<file path="config.mk">
export PLATFORM = sky130hd
export DESIGN_NAME = peripheral_mpram_tl_adapter
export DESIGN_NICKNAME = d
export VERILOG_FILES = /design/src/rtl/peripheral_mpram_tl_adapter.sv
export SDC_FILE = /design/constraint.sdc
export NUM_CORES = 1
export LEC_CHECK = 0
export CAP_MARGIN = 20
export CORE_AREA = 3 3 192 194
export DETAILED_ROUTE_END_ITERATION = 10
export DIE_AREA = 0 0 195 197
export PLACE_DENSITY_LB_ADDON = 0.1
export SYNTH_ARGS = -nofsm -noshare
export SYNTH_HDL_FRONTEND = slang
export SYNTH_SLANG_ARGS = --single-unit
</file>
<file path="constraint.sdc">
create_clock -name clk -period 2.1 [get_ports clk]
set_input_delay 0.21 -clock clk [delete_from_list [all_inputs] [get_ports clk]]
set_output_delay 0.21 -clock clk [all_outputs]
set_load 0.02 [all_outputs]
</file>
<file path="src/rtl/peripheral_mpram_tl_adapter.sv">
// peripheral_mpram_tl_adapter: TL-UL slave front-end that turns one A-channel request at a time
// into an MPRAM BIU strobe transfer and returns the matching D-channel response.
module peripheral_mpram_tl_adapter #(
    parameter int XLEN    = 64,
    parameter int PLEN    = 64,
    parameter int SRCW    = 4,
    parameter int TIMEOUT = 255
) (
    input  logic            clk,
    input  logic            rst,
    input  logic            a_valid_i,
    output logic            a_ready_o,
    input  logic [2:0]      a_opcode_i,
    input  logic [2:0]      a_size_i,
    input  logic [SRCW-1:0] a_source_i,
    input  logic [PLEN-1:0] a_address_i,
    input  logic [XLEN-1:0] a_data_i,
    output logic            d_valid_o,
    input  logic            d_ready_i,
    output logic [2:0]      d_opcode_o,
    output logic [2:0]      d_size_o,
    output logic [SRCW-1:0] d_source_o,
    output logic            d_denied_o,
    output logic [XLEN-1:0] d_data_o,
    output logic            biu_stb_o,
    input  logic            biu_stb_ack_i,
    input  logic            biu_d_ack_i,
    output logic [PLEN-1:0] biu_adri_o,
    input  logic [PLEN-1:0] biu_adro_i,
    output logic [2:0]      biu_size_o,
    output logic [2:0]      biu_type_o,
    output logic [2:0]      biu_prot_o,
    output logic            biu_lock_o,
    output logic            biu_we_o,
    output logic [XLEN-1:0] biu_d_o,
    input  logic [XLEN-1:0] biu_q_i,
    input  logic            biu_ack_i,
    input  logic            biu_err_i
);
    typedef enum logic [1:0] {IDLE, STB, WAIT, RESP} state_t;
    localparam logic [2:0] MAX_SIZE = (XLEN == 64) ? 3'd3 : 3'd2;

    state_t          state;
    logic [2:0]      size;
    logic [SRCW-1:0] source;
    logic [PLEN-1:0] addr;
    logic [XLEN-1:0] wdata;
    logic [XLEN-1:0] rdata;
    logic            we;
    logic            get;
    logic            denied;
    logic [7:0]      cnt;
    logic [PLEN-1:0] amask;
    logic            ok;
    logic            done;
    logic            unused;

    assign amask = (PLEN'(1) << a_size_i) - PLEN'(1);
    assign ok = (a_opcode_i == 3'd0 || a_opcode_i == 3'd1 || a_opcode_i == 3'd4) &&
                a_size_i <= MAX_SIZE && (a_address_i & amask) == '0;
    assign done = biu_ack_i || biu_err_i;
    assign unused = ^{biu_d_ack_i, biu_adro_i};

    assign a_ready_o  = state == IDLE;
    assign d_valid_o  = state == RESP;
    assign biu_stb_o  = state == STB;
    assign d_opcode_o = {2'b00, get};
    assign d_size_o   = size;
    assign d_source_o = source;
    assign d_denied_o = denied;
    assign d_data_o   = rdata;
    assign biu_adri_o = addr;
    assign biu_size_o = size;
    assign biu_type_o = 3'b000;
    assign biu_prot_o = 3'b000;
    assign biu_lock_o = 1'b0;
    assign biu_we_o   = we;
    assign biu_d_o    = wdata;

    always_ff @(posedge clk or negedge rst) begin
        if (!rst) begin
            state  <= IDLE;
            size   <= '0;
            source <= '0;
            addr   <= '0;
            wdata  <= '0;
            rdata  <= '0;
            we     <= 1'b0;
            get    <= 1'b0;
            denied <= 1'b0;
            cnt    <= '0;
        end else begin
            case (state)
                IDLE: if (a_valid_i) begin
                    size   <= a_size_i;
                    source <= a_source_i;
                    addr   <= a_address_i;
                    wdata  <= a_data_i;
                    we     <= a_opcode_i[2:1] == 2'b00;
                    get    <= a_opcode_i == 3'd4;
                    denied <= !ok;
                    rdata  <= '0;
                    cnt    <= '0;
                    state  <= ok ? STB : RESP;
                end
                // a completion in STB only counts once the strobe itself is accepted
                STB, WAIT: if (done && (state == WAIT || biu_stb_ack_i)) begin
                    denied <= biu_err_i;
                    rdata  <= (biu_err_i || we) ? '0 : biu_q_i;
                    state  <= RESP;
                end else if (cnt == 8'(TIMEOUT - 1)) begin
                    denied <= 1'b1;
                    state  <= RESP;
                end else begin
                    cnt <= cnt + 1'b1;
                    if (biu_stb_ack_i) state <= WAIT;
                end
                RESP: if (d_ready_i) state <= IDLE;
                default: state <= IDLE;
            endcase
        end
    end
endmodule

</file>
* After elaboration in Yosys (flattened, before gate mapping)
Cells that the tools add are included.
Cells by class: order comparisons 1, equality and inequality tests 13, reduce and logical (&&, ||, !) cells 20, add/sub/neg operators 2, shifts and indexed selects 1, bitwise gates (word level) 1, multiplexer cells 19
Operators by type and width (count):
- $mux W64 | 3
- $pmux W64 S2 | 1
- $and A64 B64 Y64 | 1
- $logic_not A64 Y1 | 1
- $shl A1 B3 Y64 const A | 1
- $sub A64 B2 Y64 const B | 1
- $mux W8 | 3
- $pmux W8 S2 | 1
- $mux W2 | 6
- $reduce_and A3 Y1 | 3
- $add A8 B1 Y8 const B | 1
- $eq A8 B8 Y1 const B | 1
- $ne A2 B2 Y1 const B | 4
- $pmux W2 S3 | 1
- $logic_or A1 B1 Y1 | 5
- $eq A2 B2 Y1 const B | 2
- $logic_not A2 Y1 | 2
- $ne A4 B4 Y1 const B | 1
- $reduce_and A4 Y1 | 1
- $eq A3 B1 Y1 const B | 1
- $eq A3 B3 Y1 const B | 1
- $le A3 B2 Y1 const B | 1
- $logic_and A1 B1 Y1 | 3
- $logic_not A3 Y1 | 1
- other kinds (9) | 11
Word-level totals: output and inout port bits 217, bits of input ports 274, logic and storage cells 67, register bits after elaboration 212

* Logic depth before layout (Yosys ltp)
Gate-level depths: netlist of the first run.
word-level depth 8, depth in mapped cells 10, gate-level depth less buffers 8

* Worst setup path before layout of the first run
No wires, ideal clock.
path type reg2reg, start register state[0], end register rdata[57], in the netlist d_data_o[57], clock period less this slack 2012 ps, cell stages (with the launch flop) 10, path slack 88 ps, buffers on the path 3, library setup time 83 ps, data arrival time 1929 ps, data required time 2017 ps, cells stage by stage dfrtp_1 inv_1 ha_1 mux2_2 nand2_1 buf_2 buf_4 buf_2 nand2_1 o21ai_0
On the way: elaborated cells between the ends (all ways) 11, classes of those cells eq/ne (4); mux (1); reduce/logical (6)
RTL lines:
- start, declared | RTL line 43 | state_t state;
- start signal, assigned | RTL line 104 | state <= ok ? STB : RESP;
- $logic_not A2 Y1 *
- via a_ready_o | RTL line 12 | output logic a_ready_o,
- $ne A2 B2 Y1 (no source line) or $reduce_bool A2 Y1 (tied branches)
- $reduce_and A3 Y1 (no source line)
- end signal, assigned | RTL line 109 | rdata <= (biu_err_i || we) ? '0 : biu_q_i;
- end, declared | RTL line 48 | logic [XLEN-1:0] rdata;
Mark *: on every way through the listed nets, which the timed path passes. The rest lies on a longest branch. A chain may end at the register's enable or synchronous reset.

* Worst setup path in the final report of the first run
start register state[1], end output d_valid_o
On the way: cells in the longest elaborated chain, start to end 1
RTL lines:
- $eq A2 B2 Y1 | RTL line 65 | assign d_valid_o = state == RESP;
- end, declared | RTL line 18 | output logic d_valid_o,
No other way between the ends.

==> results.toml, run 1 <==
[finish]
num-nets-final = 1424
postLayoutCellArea_um2 = 14600
drive_gt1_share_pct = 19.5
area_growth_pct = 68.5
num-fill-cells = 3481
stdcell_count = 1622

[power]
seq_power_share_pct = 29.7
vdd_ir_drop_max_mv = 0.778
p_clk_share_pct = 20.0
combPwrFrac_pct = 50.3
p_sw_share_pct = 37.3
p_leak_uw = 0.00608
power_density_nw_per_um2 = 1620
switching_power_uw = 8830
p_int_uw = 14800

[placement]
globalplace.congestion = 0.737
io_buffers = 416
hpwlAfterDp_um = 21300
placed_area_um2 = 13700
place_inst = 1573

[synth]
ys_types = 40
synthXorXnorAreaFrac_pct = 0.606
synthFlopType = "dfrtp_1"
netlist_instances = 701
synth_top_family_by_area = "multiplexers"
yosys.area.top_type = "dfrtp_1"
synth-simple-area-share_pct = 8.76
synth_common_cells = "212 x dfrtp_1, 141 x nand2_1, 135 x mux2_2"
yosysWarnings = 0
synth-adder-area-share_pct = 1.41
yosys-mux-area-fraction_pct = 17.8
ys_ff_latch = 212
synth_compound_gate_area_share_pct = 6.77
syn_area_um2 = 8670
synth_area_leaders = "dfrtp_1 61%, mux2_2 18%, nand2_1 6.1%"
synthArstFlopShare_pct = 100
syn_area_per_cell_um2 = 12.4
synth_top_area_share_pct = 61.2
yosys.cell_count.top_type = "dfrtp_1"
synth_edf_count = 0
yosysSeqAreaShare_pct = 61.2

[setup_path]
cp.arrival_ns = 1.77
critPathKind = "register to output pin"
worstPathRequired_ns = 1.89
r2r_slack_ns = 0.18
critPathMaxFanout = 4
end_kind = "output pin"
crit_path_start_kind = "register"

[floorplan]
num_rows = 69
dieArea_um2 = 38400
die_w_um = 195
die_h_um = 197
core_um2 = 35400
pin_count = 491
initial_core_util_pct = 24.5

[global_routing]
grt_overflow_total = 0
first_global_vias = 7340
antenna_found_initial = 2
grt_max_degree = 65
grt_first_pass_wirelength_um = 43500
grt_usage_pct = 14.2

[sta]
fmax_mhz = 505
maxSlewHeadroom_pct = 65.6
hold_viol_final = 0
worst_slew_pin_slew_ns = 0.516
rsz0062_at_grt = "false"
setup_viol = 0
fin_crit_sh_pct = 94.4
fin_crit_ns = 1.98
skew_ns = 0.0157
slew_viol_final = 0

[route]
drt-wirelength-per-cell_um = 17.5
vias_per_cell = 4.21
vias = 6833
wl_um = 28300
dr.pass1.iters = 4
drc_errors = 0
antenna_left = 0
drtIter0Drc = 145

[clock_network]
post_cts_buffers = 0
root_buffer = "clkbuf_16"
cts_buffers = 26
insertion_delay_ns = 0.53
clock_path_buffers = 3
clock-sinks = 212
path_clk_slew_ns = 0.06
tritoncts = "done"
htreeDepth = 1

[job]
max_cap_viol_count = 0

[status]
status = "completed"

[min_path]
hold_path.class = "input port to register"
## placed cells by master (no fill, tap or decap), types with 2 or more instances in the layout
master           instances
xnor2_1                  6
o21ai_0                 67
clkbuf_1                 4
nor2b_1                  2
clkinv_2                 8
a21oi_1                 13
nand3_1                  4
mux2_2                 135
o31ai_1                  2
nor2_1                   8
clkbuf_8                 4
nor4_1                   8
ha_1                     9
mux2i_1                  2
nand2_1                139
clkbuf_16               27
buf_4                   23
inv_1                    6
buf_12                  16
a2111oi_4                2
or3_1                    2
nand2b_1                 7
o311a_1                  2
clkdlybuf4s50_1        413
dfrtp_1                212
nand2_4                  2
conb_1                   9
bufinv_16                4
nand4_1                  4
## critical path: stages (launching register included)
cell	delay, ns
dfrtp_1	0.41
ha_1	0.19
clkdlybuf4s50_1	0.66
## repair_timing
action,4_1_cts,5_1_grt
hold buffers,1,0
pin swaps,0,0
setup endpoints to repair,2,1
endpoints found under the hold margin,49,0
gates resized for setup,2,2
## power groups by stage
stage	sequential (µW)	combinational [µW]	clock (µW)
5_1_grt	7300	12800	5100
6_report	7030	11900	4730
2_1_floorplan	9310	3810	0
3_5_place_dp	7090	12100	0
3_3_place_gp	7030	12100	0
4_1_cts	7050	12100	4930
## state kept, by name, indices dropped and copies added (netlist names)
signal      count
biu_adri_o     64
biu_d_o        64
d_data_o       64
cnt             8
d_source_o      4
biu_size_o      3
state           2
biu_we_o        1
d_denied_o      1
get             1
## final cells by class
class,instances,area (µm²),area share [%]
timing repair buffer,456,4670,32.0
inverter,6,22.5,0.154
clock buffer,35,746,5.11
clock inverter,12,160,1.10
sequential,212,5310,36.3
antenna,1,2.50,0.0171
multi-input combinational,439,3120,21.4
tap,461,577,3.95
## per-stage QoR
step | setup TNS [ns] | hold slack, ns | utilization, % | total power, µW | setup slack, ns
finish | 0 | 0.227 | 41.3 | 23700 | 0.118
detailed placement | -0.560 | 0.206 | 38.7 | 19200 | -0.285
floorplan | 0 | -0.0856 | - | 13100 | 0.0879
global placement | -0.449 | 0.211 | 38.7 | 19100 | -0.228
CTS | 0 | 0.198 | 41.2 | 24100 | 0.0624
global route | 0 | 0.213 | 41.3 | 25200 | 0.00928
## routing by layer
metal,GRT usage (%),share of wire [%]
met1,17.8,41
met2,23.2,46
met4,3.33,1.8
met5,0,0
met3,5.73,10
## path summary, 6_finish.rpt
check,startpoint,endpoint,cells past startpoint
min in group asynchronous,rst,biu_d_o[49],2
worst min register to register,d_data_o[50],d_data_o[50],2
worst max register to register,state[0],cnt[7],7
max in group asynchronous,rst,biu_d_o[11],3
worst min-delay path,biu_q_i[59],d_data_o[59],3
worst max-delay path,state[1],d_valid_o,2
## cell families (layout without fill, tap and decap cells)
kind of cell / Yosys count / after routing
AND/OR/NAND/NOR: 181 / 181
XOR/XNOR: 6 / 6
buffers and inverters: 58 / 509
AO/OA/AOI/OAI: 96 / 96
other: 1 / 10
adder cells (fa/ha/maj): 10 / 10
multiplexers: 137 / 137
flip-flops: 212 / 212
Power figures use the tool's default switching activity.
==> run 2: changes to the inputs <==
ABC_AREA = 0   (was default)
GPL_ROUTABILITY_DRIVEN = 1   (was default)
==> results of run 2 <==
The final DEF is identical to that of run 1; final timing and power are the same.
